### src/rtl/pack43_sched.sv
// Round-robin arbiter that lends a single 12-to-43-bit packer to NREQ requesters,
// one full word at a time, and returns each packed word tagged with its source ID.
module pack43_sched #(
    parameter int NREQ    = 2,
    parameter int BEATS   = 4,
    parameter int TIMEOUT = 16,
    parameter int IDW     = 3
) (
    input  logic                 clk,
    input  logic                 rst,
    input  logic [NREQ-1:0]      req_valid,
    input  logic [NREQ*12-1:0]   req_data,
    output logic [NREQ-1:0]      req_ready,
    output logic                 pk_write_enable,
    output logic [11:0]          pk_data_in,
    input  logic                 pk_read_enable,
    input  logic                 pk_data_ready,
    input  logic [42:0]          pk_data_out,
    output logic                 out_valid,
    output logic [42:0]          out_data,
    output logic [IDW-1:0]       out_src,
    input  logic                 out_ready,
    output logic                 err_timeout
);

    localparam int BCW = $clog2(BEATS + 1);
    localparam int TCW = $clog2(TIMEOUT + 1);

    typedef enum logic [1:0] {
        IDLE      = 2'd0,
        STREAM    = 2'd1,
        WAIT_PACK = 2'd2,
        HOLD      = 2'd3
    } state_t;

    state_t           state_r;
    state_t           state_nx_s;
    logic [IDW-1:0]   rr_ptr_r;
    logic [IDW-1:0]   grant_r;
    logic [BCW-1:0]   beat_cnt_r;
    logic [TCW-1:0]   tmo_cnt_r;

    logic             found_hi_s;
    logic             found_lo_s;
    logic [IDW-1:0]   pick_hi_s;
    logic [IDW-1:0]   pick_lo_s;
    logic             found_s;
    logic [IDW-1:0]   pick_s;
    logic             sel_valid_s;
    logic [11:0]      sel_data_s;
    logic             xfer_s;
    logic             last_beat_s;
    logic             capture_s;
    logic             timeout_s;
    logic [IDW-1:0]   grant_next_s;

    // Round-robin search: prefer the lowest valid index at or above rr_ptr, else wrap to the lowest.
    always_comb begin
        found_hi_s = 1'b0;
        found_lo_s = 1'b0;
        pick_hi_s  = '0;
        pick_lo_s  = '0;
        for (int j = 0; j < NREQ; j++) begin
            if (req_valid[j] && !found_lo_s) begin
                found_lo_s = 1'b1;
                pick_lo_s  = IDW'(j);
            end else begin
                found_lo_s = found_lo_s;
            end
            if (req_valid[j] && !found_hi_s && (IDW'(j) >= rr_ptr_r)) begin
                found_hi_s = 1'b1;
                pick_hi_s  = IDW'(j);
            end else begin
                found_hi_s = found_hi_s;
            end
        end
        found_s = found_hi_s | found_lo_s;
        pick_s  = found_hi_s ? pick_hi_s : pick_lo_s;
    end

    // Granted-requester mux, ready generation and per-cycle event decode.
    always_comb begin
        sel_valid_s = 1'b0;
        sel_data_s  = 12'h000;
        req_ready   = '0;
        for (int j = 0; j < NREQ; j++) begin
            if (grant_r == IDW'(j)) begin
                sel_valid_s  = req_valid[j];
                sel_data_s   = req_data[12*j +: 12];
                req_ready[j] = (state_r == STREAM) && pk_read_enable && (beat_cnt_r < BCW'(BEATS));
            end else begin
                req_ready[j] = 1'b0;
            end
        end
        xfer_s       = sel_valid_s && (|req_ready);
        last_beat_s  = xfer_s && (beat_cnt_r == BCW'(BEATS - 1));
        // Counter 0 is the cycle of the final strobe, so a ready flag seen then is stale.
        capture_s    = (state_r == WAIT_PACK) && pk_data_ready && (tmo_cnt_r != TCW'(0));
        timeout_s    = (state_r == WAIT_PACK) && !capture_s && (tmo_cnt_r == TCW'(TIMEOUT - 1));
        grant_next_s = (grant_r == IDW'(NREQ - 1)) ? IDW'(0) : (grant_r + IDW'(1));
    end

    // Next-state decode.
    always_comb begin
        state_nx_s = state_r;
        case (state_r)
            IDLE: begin
                if (found_s) state_nx_s = STREAM;
                else         state_nx_s = IDLE;
            end
            STREAM: begin
                if (last_beat_s) state_nx_s = WAIT_PACK;
                else             state_nx_s = STREAM;
            end
            WAIT_PACK: begin
                if (capture_s)      state_nx_s = HOLD;
                else if (timeout_s) state_nx_s = IDLE;
                else                state_nx_s = WAIT_PACK;
            end
            HOLD: begin
                if (out_ready) state_nx_s = IDLE;
                else           state_nx_s = HOLD;
            end
            default: state_nx_s = IDLE;
        endcase
    end

    // State register.
    always_ff @(posedge clk) begin
        if (!rst) state_r <= IDLE;
        else      state_r <= state_nx_s;
    end

    // Grant, counters, packer drive and output word registers.
    always_ff @(posedge clk) begin
        if (!rst) begin
            rr_ptr_r        <= '0;
            grant_r         <= '0;
            beat_cnt_r      <= '0;
            tmo_cnt_r       <= '0;
            pk_write_enable <= 1'b0;
            pk_data_in      <= 12'h000;
            out_valid       <= 1'b0;
            out_data        <= 43'h0;
            out_src         <= '0;
            err_timeout     <= 1'b0;
        end else begin
            pk_write_enable <= xfer_s;
            if (xfer_s) pk_data_in <= sel_data_s;
            case (state_r)
                IDLE: begin
                    if (found_s) begin
                        grant_r    <= pick_s;
                        beat_cnt_r <= '0;
                    end
                end
                STREAM: begin
                    if (xfer_s) begin
                        beat_cnt_r <= beat_cnt_r + BCW'(1);
                        tmo_cnt_r  <= '0;
                    end
                end
                WAIT_PACK: begin
                    tmo_cnt_r <= tmo_cnt_r + TCW'(1);
                    if (capture_s) begin
                        out_data  <= pk_data_out;
                        out_src   <= grant_r;
                        out_valid <= 1'b1;
                    end else if (timeout_s) begin
                        err_timeout <= 1'b1;
                        rr_ptr_r    <= grant_next_s;
                    end
                end
                HOLD: begin
                    if (out_ready) begin
                        out_valid <= 1'b0;
                        rr_ptr_r  <= grant_next_s;
                    end
                end
                default: begin
                    out_valid <= 1'b0;
                end
            endcase
        end
    end

endmodule

### config.mk
export PLATFORM = sky130hd
export DESIGN_NAME = pack43_sched
export DESIGN_NICKNAME = d
export VERILOG_FILES = /design/src/rtl/pack43_sched.sv
export SDC_FILE = /design/constraint.sdc
export NUM_CORES = 1
export LEC_CHECK = 0
export ABC_AREA = 1
export BUFFER_PORTS_ARGS = -buffer_cell sky130_fd_sc_hd__buf_4
export CORE_MARGIN = 2
export CORE_UTILIZATION = 42
export CTS_CLUSTER_SIZE = 24
export DETAILED_ROUTE_END_ITERATION = 8
export PLACE_DENSITY = 0.73
export SYNTH_ARGS = -nofsm -noshare
export SYNTH_HDL_FRONTEND = slang
export SYNTH_SLANG_ARGS = --single-unit
### constraint.sdc
create_clock -name clk -period 1.33 [get_ports clk]
set_input_delay 0.0665 -clock clk [delete_from_list [all_inputs] [get_ports clk]]
set_output_delay 0.0665 -clock clk [all_outputs]
set_load 0.01 [all_outputs]
# == Yosys cells after proc, flatten, opt, wreduce, memory -nomap -nowiden ==
# Index checks and enable logic that the tools add are counted.
# totals
regBits,77
input_bits,74
output_inout_bits,63
wordCells,92
# classes
n_addsub,3
magnitude_cmp,3
n_eq_ne,12
muxes,32
bitwise_logic,2
reduce_logical,29
# ops
cell,n
$mux W12,2
$mux W3,7
$mux W1,13
$logic_and A1 B1 Y1,12
$ne A2 B2 Y1 const B,6
$pmux W3 S2,2
$pmux W5 S2,1
$reduce_and A3 Y1,3
$mux W2,4
$pmux W2 S4,1
$add A3 B1 Y3 const B,2
$ge A1 B3 Y1 const A,2
$reduce_and A2 Y1,3
$reduce_bool A2 Y1,3
$add A5 B1 Y5 const B,1
$eq A5 B4 Y1 const B,1
$mux W5,1
$reduce_bool A5 Y1,1
$eq A2 B2 Y1 const B,2
$reduce_and A4 Y1,1
$eq A3 B1 Y1 const B,1
$eq A3 B2 Y1 const B,1
$logic_not A1 Y1,3
$logic_not A3 Y1,1
7 further kinds,7

# == Depth between registers and ports, before layout ==
# Gate-level depths: netlist of the first run.
# logic_depth
word_depth,10
ltp_mapped,12
mapped_depth_nobuf,11

# == Worst setup path after synthesis of the first run ==
# OpenSTA, ideal clock, no wires.
# synth_timing
path_kind,register to register
start,register tmo_cnt_r[0]
end,register out_data[10]
setup_ns,0.113
t_arrival_ns,1.223
t_required_ns,1.217
slack_ns,-0.006
path_stages_with_launch,11
path_buffers,2
period_less_slack_ns,1.336
cell_sequence,dfxtp_1 -> inv_1 -> ha_1 -> inv_1 -> nor2_1 -> nand2_1 -> nand2_2 -> buf_6 -> buf_4 -> o21ai_1 -> nor2_1
# synth_between
elab_chain_cells,3
# synth_rtl
element,line,rtl
from (decl),41,logic [TCW-1:0] tmo_cnt_r;
from (signal assigned),164,tmo_cnt_r <= tmo_cnt_r + TCW'(1);
$reduce_bool A5 Y1,98,capture_s = (state_r == WAIT_PACK) && pk_data_ready && (tmo_cnt_r != TCW'(0));
$logic_and A1 B1 Y1,98,
$reduce_and A2 Y1 (no line),n/a,
to (signal assigned),166,out_data <= pk_data_out;
to (decl),20,"output logic [42:0] out_data,"
# No other way between the ends.
# A chain may end at the register's enable or synchronous reset.

# == Final worst setup path of the first run ==
# layout_timing
start,register tmo_cnt_r[0]
end,register out_data[15]
# Same word-level chain as after synthesis.

==> results.toml, run 1 <==
[status]
outcome = "finished with violations"
violations = "setup timing"

[logic_synthesis]
synthesis.area_um2 = 2940
yosysWarningCount = 0
synth_cell_types = 25
ys_ff_latch = 71
syn_inst = 400
syn_avg_cell_area_um2 = 7.36
seq_area_frac_synth_pct = 48.3

[placement]
place_congestion = 0.841
hpwlAfterDp_mm = 5.55
place_inst = 633
io_buffers = 134

[layout]
final_common_cell = "buf_4"
areaGrowthSynthToFinish_pct = 79.3
finalNetCount = 683
regArea_um2 = 1440
antenna_cells = 0
drive_gt1_share_pct = 43.5
num-fill-cells = 439
final_cells = 705
final_cell_mix = "buf_4 (156), nor2_1 (92), dfxtp_1 (65), nand2_1 (48), dlygate4sd3_1 (43)"
multi_input_area_um2 = 1550

[cts]
clk_path_buf_depth = 2
clk_pin_slew_ps = 80
tritoncts = "built"
worstSkewPairLatency_ps = 360
cts.sinks = 71
clock-root-buffer = "clkbuf_8"
h-tree-depth = 3
cts_buffers = 9

[floorplan]
initial_core_util_pct = 43.3
fp.dieH_um = 87.7
io_pins = 137
row_count = 30
die-area_um2 = 7700
fp.dieW_um = 87.7
core_area_um2 = 6790

[pwr]
leakagePower_nw = 2.42
p_per_area_nw_per_um2 = 831
ir_drop_v = 0.000769
power_mw = 4.39

[setup_path]
start_kind = "flop"
cp_data_required_time_ps = 1580
slowest_delay_ps = 370
crit_arrival_ps = 1680
cp-end-kind = "flop"
critPathSlowestCell = "dfxtp_4"
path_class = "reg -> reg"
cp_max_fo = 6
path_cells = "inv_4 > ha_4 > inv_2 > nor2_2 > nand2_2 > nand2_8 > clkinv_8 > clkbuf_16 > nor2_4 > nor2_1"

[routing]
avgRoutedWirePerCell_um = 14.1
drc = 0
drt_iter0_markers = 98
viasPerCell = 4.78
num_vias = 3372
ant_nets = 0
first_pass_iters = 4
drt-total-wl_mm = 9.96

[timing]
rsz0062_at_grt = "yes"
finalHoldViolations = 0
slew_violations = 0
final-setup-viol-count = 48
fin_crit_ps = 1440
finalCritPeriodShare_pct = 108
finClkSkew_ps = 12.5
setup_ws_ps = -106
fmax_ghz = 0.696

[global_routing]
grt_pass1_vias = 3118
grt_pass1_wl_mm = 13.2
grt_start_max_net_pins = 32
antenna_found_initial = 0
grt_overflow = 0
grtUsageTotal_pct = 21.6

[min_path]
hp-class = "in -> reg"

[flow_run]
drv_cap = 0
[critical path: cells and delay by family (launching register included)]
| kind | cells | cell delay (ps) |
|---|---|---|
| flops | 1 | 370 |
| fa+ha+maj | 1 | 120 |
| simple gates | 5 | 470 |
| buf+inv | 4 | 370 |
[per-layer routing]
metal,part of all wire (%),track usage [%],routed length (um),vias up
met2,51,38.9,5120,134
met3,5.9,5.75,583,27
li1,-,-,-,1670
met5,0,0,0,-
met1,40,24.4,3980,1541
met4,2.8,8.25,278,0
[power breakdown]
part	total, mW	switching (mW)	internal, mW	leakage, nW
combinational	0.670	0.281	0.389	1.76
sequential	2.18	0.0248	2.16	0.577
clock	1.53	0.855	0.678	0.0894
total	4.39	1.16	3.23	2.42
[through the flow]
step	hold WS [ps]	utilization, %	area, um2	setup slack (ps)	setup TNS, ps
finish	8.87	77.7	5280	-106	-3100
global route	5.29	77.7	5280	-149	-5570
CTS	5.56	71.6	4870	-41.6	-1140
detailed placement	311	61.3	4170	-91.0	-1780
global placement	305	61.3	4170	-39.2	-213
floorplan	212	-	2950	14.4	0
[synthesized netlist by cell type]
| cell type | count | area [um2] |
|---|---|---|
| inv_6 | 1 | 8.76 |
| buf_4 | 3 | 22.5 |
| nand3b_1 | 1 | 7.51 |
| nor2_4 | 1 | 11.3 |
| o21ai_1 | 18 | 90.1 |
| inv_1 | 21 | 78.8 |
| o211ai_1 | 2 | 15.0 |
| nor3_1 | 1 | 5.00 |
| nand2_1 | 52 | 195 |
| clkbuf_1 | 8 | 30.0 |
| o21a_1 | 1 | 7.51 |
| nand2_2 | 4 | 25.0 |
| nor2_2 | 1 | 6.26 |
| nor2_1 | 129 | 484 |
| mux2i_1 | 1 | 10.0 |
| conb_1 | 1 | 3.75 |
| o21ai_0 | 46 | 230 |
| buf_2 | 3 | 15.0 |
| o2111ai_1 | 1 | 8.76 |
| nand3_1 | 6 | 30.0 |
| buf_6 | 10 | 113 |
| inv_2 | 2 | 7.51 |
| dfxtp_1 | 71 | 1420 |
| ha_1 | 5 | 62.6 |
| a21oi_1 | 11 | 55.1 |
[timing repair]
| action | CTS | global route |
|---|---|---|
| cloned | 0 | 4 |
| endpoints found under the setup margin | 46 | 64 |
| resized for setup | 37 | 102 |
| setup buffers | 5 | 4 |
| hold buffers | 43 | 0 |
| hold endpoints to repair | 43 | 0 |
| pin swaps | 7 | 20 |
[flip-flops by register name, indices dropped and copies added, names as in the netlist, 2 cells and up]
register,flops
out_data,43
state_r,2
pk_data_in,12
tmo_cnt_r,5
beat_cnt_r,3
[path summary, 6_finish.rpt]
path | startpoint | end | slack, ps | cells after the start
max reg2reg | tmo_cnt_r[0] | out_data[15] | -110 | 10
min | req_data[9] | pk_data_in[9] | 9 | 3
min reg2reg | pk_data_in[10] | pk_data_in[10] | 490 | 2
max | tmo_cnt_r[0] | out_data[15] | -110 | 10
[final cells by class]
type                    count  share of cell area [%]
repair buffers            215                    35.6
multi-input cells         282                    29.3
flip-flops and latches     71                    27.2
clock buffers               9                    2.35
well taps                  96                    2.27
inverters                  24                    2.20
clock inverters             7                   0.924
repair inverters            1                   0.213
[kinds of logic (layout without fill, tap and decap cells)]
logic type                 count (synthesis)  after routing  share of synthesized area, %
and+or+nand+nor                          195            195                          26.0
AOI/OAI and AO/OA                         79             79                          13.8
DFF                                       71             71                          48.3
buffers and inverters                     48            256                          9.35
adders and majority gates                  5              5                          2.12
other                                      1              2                         0.127
muxes                                      1              1                         0.340
Power figures use the tool's default switching activity.
==> run 2, diff against run 1 <==
--- a/config.mk
+++ b/config.mk
@@ -12,6 +12,7 @@
 export CTS_CLUSTER_SIZE = 24
 export DETAILED_ROUTE_END_ITERATION = 8
 export PLACE_DENSITY = 0.73
+export SLEW_MARGIN = 20
 export SYNTH_ARGS = -nofsm -noshare
 export SYNTH_HDL_FRONTEND = slang
 export SYNTH_SLANG_ARGS = --single-unit
==> constraint.sdc (replaced) <==
create_clock -name clk -period 1.33 [get_ports clk]
set_input_delay 0.0665 -clock clk [delete_from_list [all_inputs] [get_ports clk]]
set_output_delay 0.0665 -clock clk [all_outputs]
set_load 0.02 [all_outputs]
==> run 2 against run 1 <==
- the run still ends with setup timing left
- via count is 0.95% higher
- power is 1.2% higher
- worst setup slack better by 3.4 ps
- global-route usage hardly changed
- largest power group unchanged
==> results.toml, run 2 (synthesized netlist as in run 1, its figures left out) <==
[layout]
final_common_cell = "buf_4"
antenna_cells = 0
final_cell_mix = "buf_4 (158), nor2_1 (93), dfxtp_1 (65), nand2_1 (48), dlygate4sd3_1 (43)"
areaGrowthSynthToFinish_pct = 81.2
final_cells = 708
reg.largest.list = "out_data: 43 flops, pk_data_in: 12 flops, tmo_cnt_r: 5 flops"
drive_gt1_share_pct = 44.0
largest_register_ffs = 43
finalNetCount = 686
top_register = "out_data"

[global_routing]
grt_util_met3_pct = 5.75
grtUsageTotal_pct = 21.6
antenna_found_initial = 0
grt_start_max_net_pins = 32
grt_overflow = 0
grtUsageMet1_pct = 24.3
grt_pass1_vias = 3118
grt_pass1_wl_mm = 13.2
grtUsageMet2_pct = 38.9
busiest_layer = "met2"

[cts]
clk_path_buf_depth = 2
clock-root-buffer = "clkbuf_8"
cts.sinks = 71
tritoncts = "built"
h-tree-depth = 3
clk_pin_slew_ps = 80
cts_buffers = 9
worstSkewPairLatency_ps = 360

[floorplan]
row_count = 30
die-area_um2 = 7700
core_area_um2 = 6790
initial_core_util_pct = 43.3
fp.dieH_um = 87.7
io_pins = 137
fp.dieW_um = 87.7

[routing]
drt-total-wl_mm = 10.1
num_vias = 3404
first_pass_iters = 4
ant_nets = 0
drt_iter0_markers = 111
viasPerCell = 4.81
drc = 0
avgRoutedWirePerCell_um = 14.3

[setup_path]
cp-end-kind = "flop"
crit_arrival_ps = 1680
rr_worst_depth = 10
cp_max_fo = 6
start_kind = "flop"
cp_data_required_time_ps = 1570
path_class = "reg -> reg"
rrSetupSlack_ps = -100
r2r_start = "tmo_cnt_r[0]"
r2r_end = "out_data[21]"

[pwr]
swShare_pct = 27.0
p_int_mw = 3.24
ir_drop_v = 0.000773
pwr-share-clk_pct = 34.7
comb_power_share_pct = 16.1
leakagePower_nw = 2.44
power.switching_mw = 1.20
pwr-share-seq_pct = 49.2
p_per_area_nw_per_um2 = 832

[min_path]
hp-class = "in -> reg"
hold_end = "pk_data_in[9]"
hold-path-cell-count = 3
min_from = "req_data[9]"

[status]
violations = "setup timing"
outcome = "finished with violations"

[timing]
finalHoldViolations = 0
final-setup-viol-count = 47
fmax_ghz = 0.698
fin_crit_ps = 1430
slew_violations = 0
setup_ws_ps = -103
hold_ws_ps = 9.22
finClkSkew_ps = 12.8
finalCritPeriodShare_pct = 108
rsz0062_at_grt = "yes"

[placement]
place_inst = 633
hpwlAfterDp_mm = 5.55
io_buffers = 134
place_congestion = 0.841

[flow_run]
drv_cap = 0
## run 2: worst max-delay path by stage
stage | startpoint | depth (start not counted) | to
2_1_floorplan | tmo_cnt_r[1] | 11 | state_r[1]
3_3_place_gp | tmo_cnt_r[1] | 11 | state_r[1]
3_5_place_dp | tmo_cnt_r[1] | 9 | out_data[0]
4_1_cts | tmo_cnt_r[1] | 9 | rr_ptr_r[0]
5_1_grt | tmo_cnt_r[1] | 11 | state_r[1]
6_report | tmo_cnt_r[0] | 10 | out_data[21]
## run 2: layer usage
layer | vias to the layer above | share of wire (%)
li1 | 1678 | -
met1 | 1555 | 40
met2 | 138 | 51
met3 | 33 | 6.1
met4 | 0 | 3.2
met5 | - | 0
## run 2: timing repair
| item | in CTS | in global routing |
|---|---|---|
| hold endpoints to repair | 43 | 0 |
| setup buffers | 6 | 6 |
| pin swaps | 9 | 21 |
| cloned | 0 | 5 |
| hold buffers | 43 | 0 |
| resized for setup | 37 | 105 |
| endpoints found under the setup margin | 46 | 66 |
## run 2: stage by stage
stage | setup slack [ps] | TNS, ps | instance area (um2) | utilization (%) | power, mW
2_1_floorplan | 14.4 | 0 | 2950 | - | 2.47
5_1_grt | -149 | -5550 | 5340 | 78.5 | 4.63
3_5_place_dp | -91.0 | -1780 | 4170 | 61.3 | 2.75
6_report | -103 | -2960 | 5340 | 78.5 | 4.44
3_3_place_gp | -39.2 | -213 | 4170 | 61.3 | 2.74
4_1_cts | -41.6 | -1140 | 4870 | 71.6 | 4.38
## run 2: area by class of cell
| type | count | area (um2) |
|---|---|---|
| timing repair buffer | 218 | 1920 |
| multi-input combinational | 282 | 1560 |
| fill | 439 | 1460 |
| sequential | 71 | 1440 |
| clock buffer | 9 | 124 |
| tap | 96 | 120 |
| inverter | 24 | 114 |
| clock inverter | 7 | 48.8 |
| timing repair inverter | 1 | 11.3 |
## run 2: power by group through the flow
stage               clock (mW)  sequential (mW)  combinational (mW)
global placement             0             2.23               0.507
global route              1.67             2.19               0.771
finish                    1.54             2.18               0.713
CTS                       1.55             2.18               0.638
detailed placement           0             2.23               0.516
floorplan                    0             2.25               0.215
## run 2: worst max-delay path, cell delays in order, from the launching register on
cell and delay, ps:
dfxtp_4 370, inv_4 60, ha_4 120, inv_2 30
nor2_2 90, nand2_2 110, nand2_8 140, clkinv_8 100
buf_12 160, nor2_2 90, nor2_1 60
==> run 3, diff against run 2 <==
--- a/config.mk
+++ b/config.mk
@@ -7,11 +7,13 @@
 export LEC_CHECK = 0
 export ABC_AREA = 1
 export BUFFER_PORTS_ARGS = -buffer_cell sky130_fd_sc_hd__buf_4
+export CORE_ASPECT_RATIO = 0.7
 export CORE_MARGIN = 2
-export CORE_UTILIZATION = 42
+export CORE_UTILIZATION = 46
 export CTS_CLUSTER_SIZE = 24
 export DETAILED_ROUTE_END_ITERATION = 8
-export PLACE_DENSITY = 0.73
+export PLACE_DENSITY = 0.76
+export REMOVE_ABC_BUFFERS = 1
 export SLEW_MARGIN = 20
 export SYNTH_ARGS = -nofsm -noshare
 export SYNTH_HDL_FRONTEND = slang
==> constraint.sdc (replaced) <==
create_clock -name clk -period 1.5 [get_ports clk]
set_input_delay 0.075 -clock clk [delete_from_list [all_inputs] [get_ports clk]]
set_output_delay 0.075 -clock clk [all_outputs]
set_load 0.02 [all_outputs]
==> run 3 against run 2 <==
- the flow finishes with violations (hold timing)
- maximum frequency down 3.5%
- sequential share of layout area up 2.3 points
- critical path depth unchanged
- design area down 8.2%
- register-to-register slack better by 120 ps
- clock skew about the same
- first-iteration DRC count up 14%
- flip-flop and latch count unchanged
- final cell count down 6.1%
- power down 9.8%
- core utilization up 0.26 points
==> results.toml, run 3 (synthesized netlist as in run 1, its figures left out) <==
[status]
outcome = "finished with violations"
violations = "hold timing"

[layout]
drive_gt1_share_pct = 37.3
reg.largest.list = "out_data: 43 flops, pk_data_in: 12 flops, tmo_cnt_r: 5 flops"
finalNetCount = 661
num-fill-cells = 435
areaGrowthSynthToFinish_pct = 66.3
top_register = "out_data"
multi_input_area_um2 = 1430
final_common_cell = "buf_4"
antenna_cells = 0
final_cell_mix = "buf_4 (142), nor2_1 (100), dfxtp_1 (69), nand2_1 (49), dlygate4sd3_1 (41)"
largest_register_ffs = 43
final_util_pct = 78.8
regArea_um2 = 1430

[timing]
final-setup-viol-count = 0
finalCritPeriodShare_pct = 99.0
slew_headroom_pct = 64.2
setup_ws_ps = 15.7
slew_violations = 0
fmax_ghz = 0.674
hold_ws_ps = -6.50
worstMarginPinSlew_ps = 532
finClkSkew_ps = 12.6
fin_crit_ps = 1480
finalHoldViolations = 1
rsz0062_at_grt = "yes"

[min_path]
hp-class = "in -> reg"

[setup_path]
slowest_delay_ps = 370
cp_max_fo = 7
path_class = "reg -> reg"
cp_data_required_time_ps = 1740
cp-end-kind = "flop"
crit_arrival_ps = 1720
path_cells = "inv_2 > ha_4 > inv_2 > nor2_2 > nand2_2 > nand2_4 > clkinv_8 > clkbuf_16 > nor2_4 > nor2_1"
cpMostUsedCell = "inv_2"
critPathSlowestCell = "dfxtp_4"
start_kind = "flop"

[placement]
post-place-ws_ps = 22.2
place_congestion = 0.880
io_buffers = 134
hpwlAfterDp_mm = 5.54

[routing]
drc = 0
num_vias = 3242
drt-total-wl_mm = 9.44
drt_iter0_markers = 127
ant_nets = 0
avgRoutedWirePerCell_um = 14.2
first_pass_iters = 4
viasPerCell = 4.88

[global_routing]
grtUsageTotal_pct = 23.5
antenna_found_initial = 0
grt_pass1_wl_mm = 13.3
grt_start_max_net_pins = 38
grt_overflow = 0
grt_pass1_vias = 2844

[floorplan]
row_count = 24
initial_core_util_pct = 47.4
io_pins = 137
fp.dieH_um = 70.9
fp.dieW_um = 99.6
core_area_um2 = 6220
die-area_um2 = 7070

[pwr]
ir_drop_v = 0.000633
p_int_mw = 3.02
comb_power_share_pct = 13.3
pwr-share-clk_pct = 38.4
p_per_area_nw_per_um2 = 817
pwr-share-seq_pct = 48.3
leakagePower_nw = 2.26
power.switching_uw = 977
swShare_pct = 24.4

[cts]
clock-root-buffer = "clkbuf_8"
h-tree-depth = 3
clk_path_buf_depth = 2
tritoncts = "built"
cts_buffers = 9
worstSkewPairLatency_ps = 340
clk_pin_slew_ps = 80
cts.sinks = 71

[flow_run]
drv_cap = 0
[run 3: final cells by class]
| type | instances | share of cell area, % |
|---|---|---|
| timing repair inverter | 2 | 0.358 |
| tap | 78 | 1.99 |
| sequential | 71 | 29.2 |
| clock buffer | 10 | 2.81 |
| inverter | 24 | 2.10 |
| multi-input combinational | 283 | 29.1 |
| clock inverter | 6 | 1.38 |
| timing repair buffer | 191 | 33.1 |
[run 3: layer usage]
layer  vias to the layer above  global-route usage (%)  routed length, um
li1                       1626                       -                  -
met4                         0                    5.94                114
met1                      1496                    29.6               3990
met5                         -                       0                  0
met2                       106                    40.3               4810
met3                        14                    6.32                527
[run 3: worst max-delay path, delay by kind of cell, from the launching register on]
kind | cells | cell delay [ps]
buf+inv | 4 | 400
simple gates | 5 | 500
fa+ha+maj | 1 | 130
flops | 1 | 370
[run 3: per-stage QoR]
step / power [mW] / TNS (ps) / cell area (um2) / instances
after CTS: 4.03 / 0 / 4610 / 657
final: 4.00 / 0 / 4900 / 665
after global placement: 2.40 / 0 / 3990 / 600
after detailed placement: 2.41 / 0 / 3990 / 600
after floorplan: 2.16 / -4590 / 2770 / 377
after global routing: 4.19 / -694 / 4900 / 665
[run 3: power by group through the flow]
stage,Sequential [mW],Clock (mW),Combinational (mW)
3_5_place_dp,1.98,0,0.428
6_report,1.93,1.54,0.532
2_1_floorplan,2.00,0,0.155
5_1_grt,1.94,1.67,0.584
3_3_place_gp,1.98,0,0.419
4_1_cts,1.94,1.58,0.516
[run 3: path summary, 6_finish.rpt]
path	from	endpoint	slack, ps	depth (start not counted)
min	pk_data_out[25]	out_data[25]	-6	3
max	tmo_cnt_r[1]	out_data[13]	20	10
min reg2reg	err_timeout	err_timeout	470	2
max reg2reg	tmo_cnt_r[1]	out_data[13]	20	10
[run 3: timing repair]
item | CTS | global route
setup buffers | 0 | 3
hold buffers | 41 | 0
pin swaps | 0 | 9
gates resized for setup | 2 | 68
endpoints found under the hold margin | 41 | 0
endpoints found under the setup margin | 1 | 55
gates cloned | 0 | 5
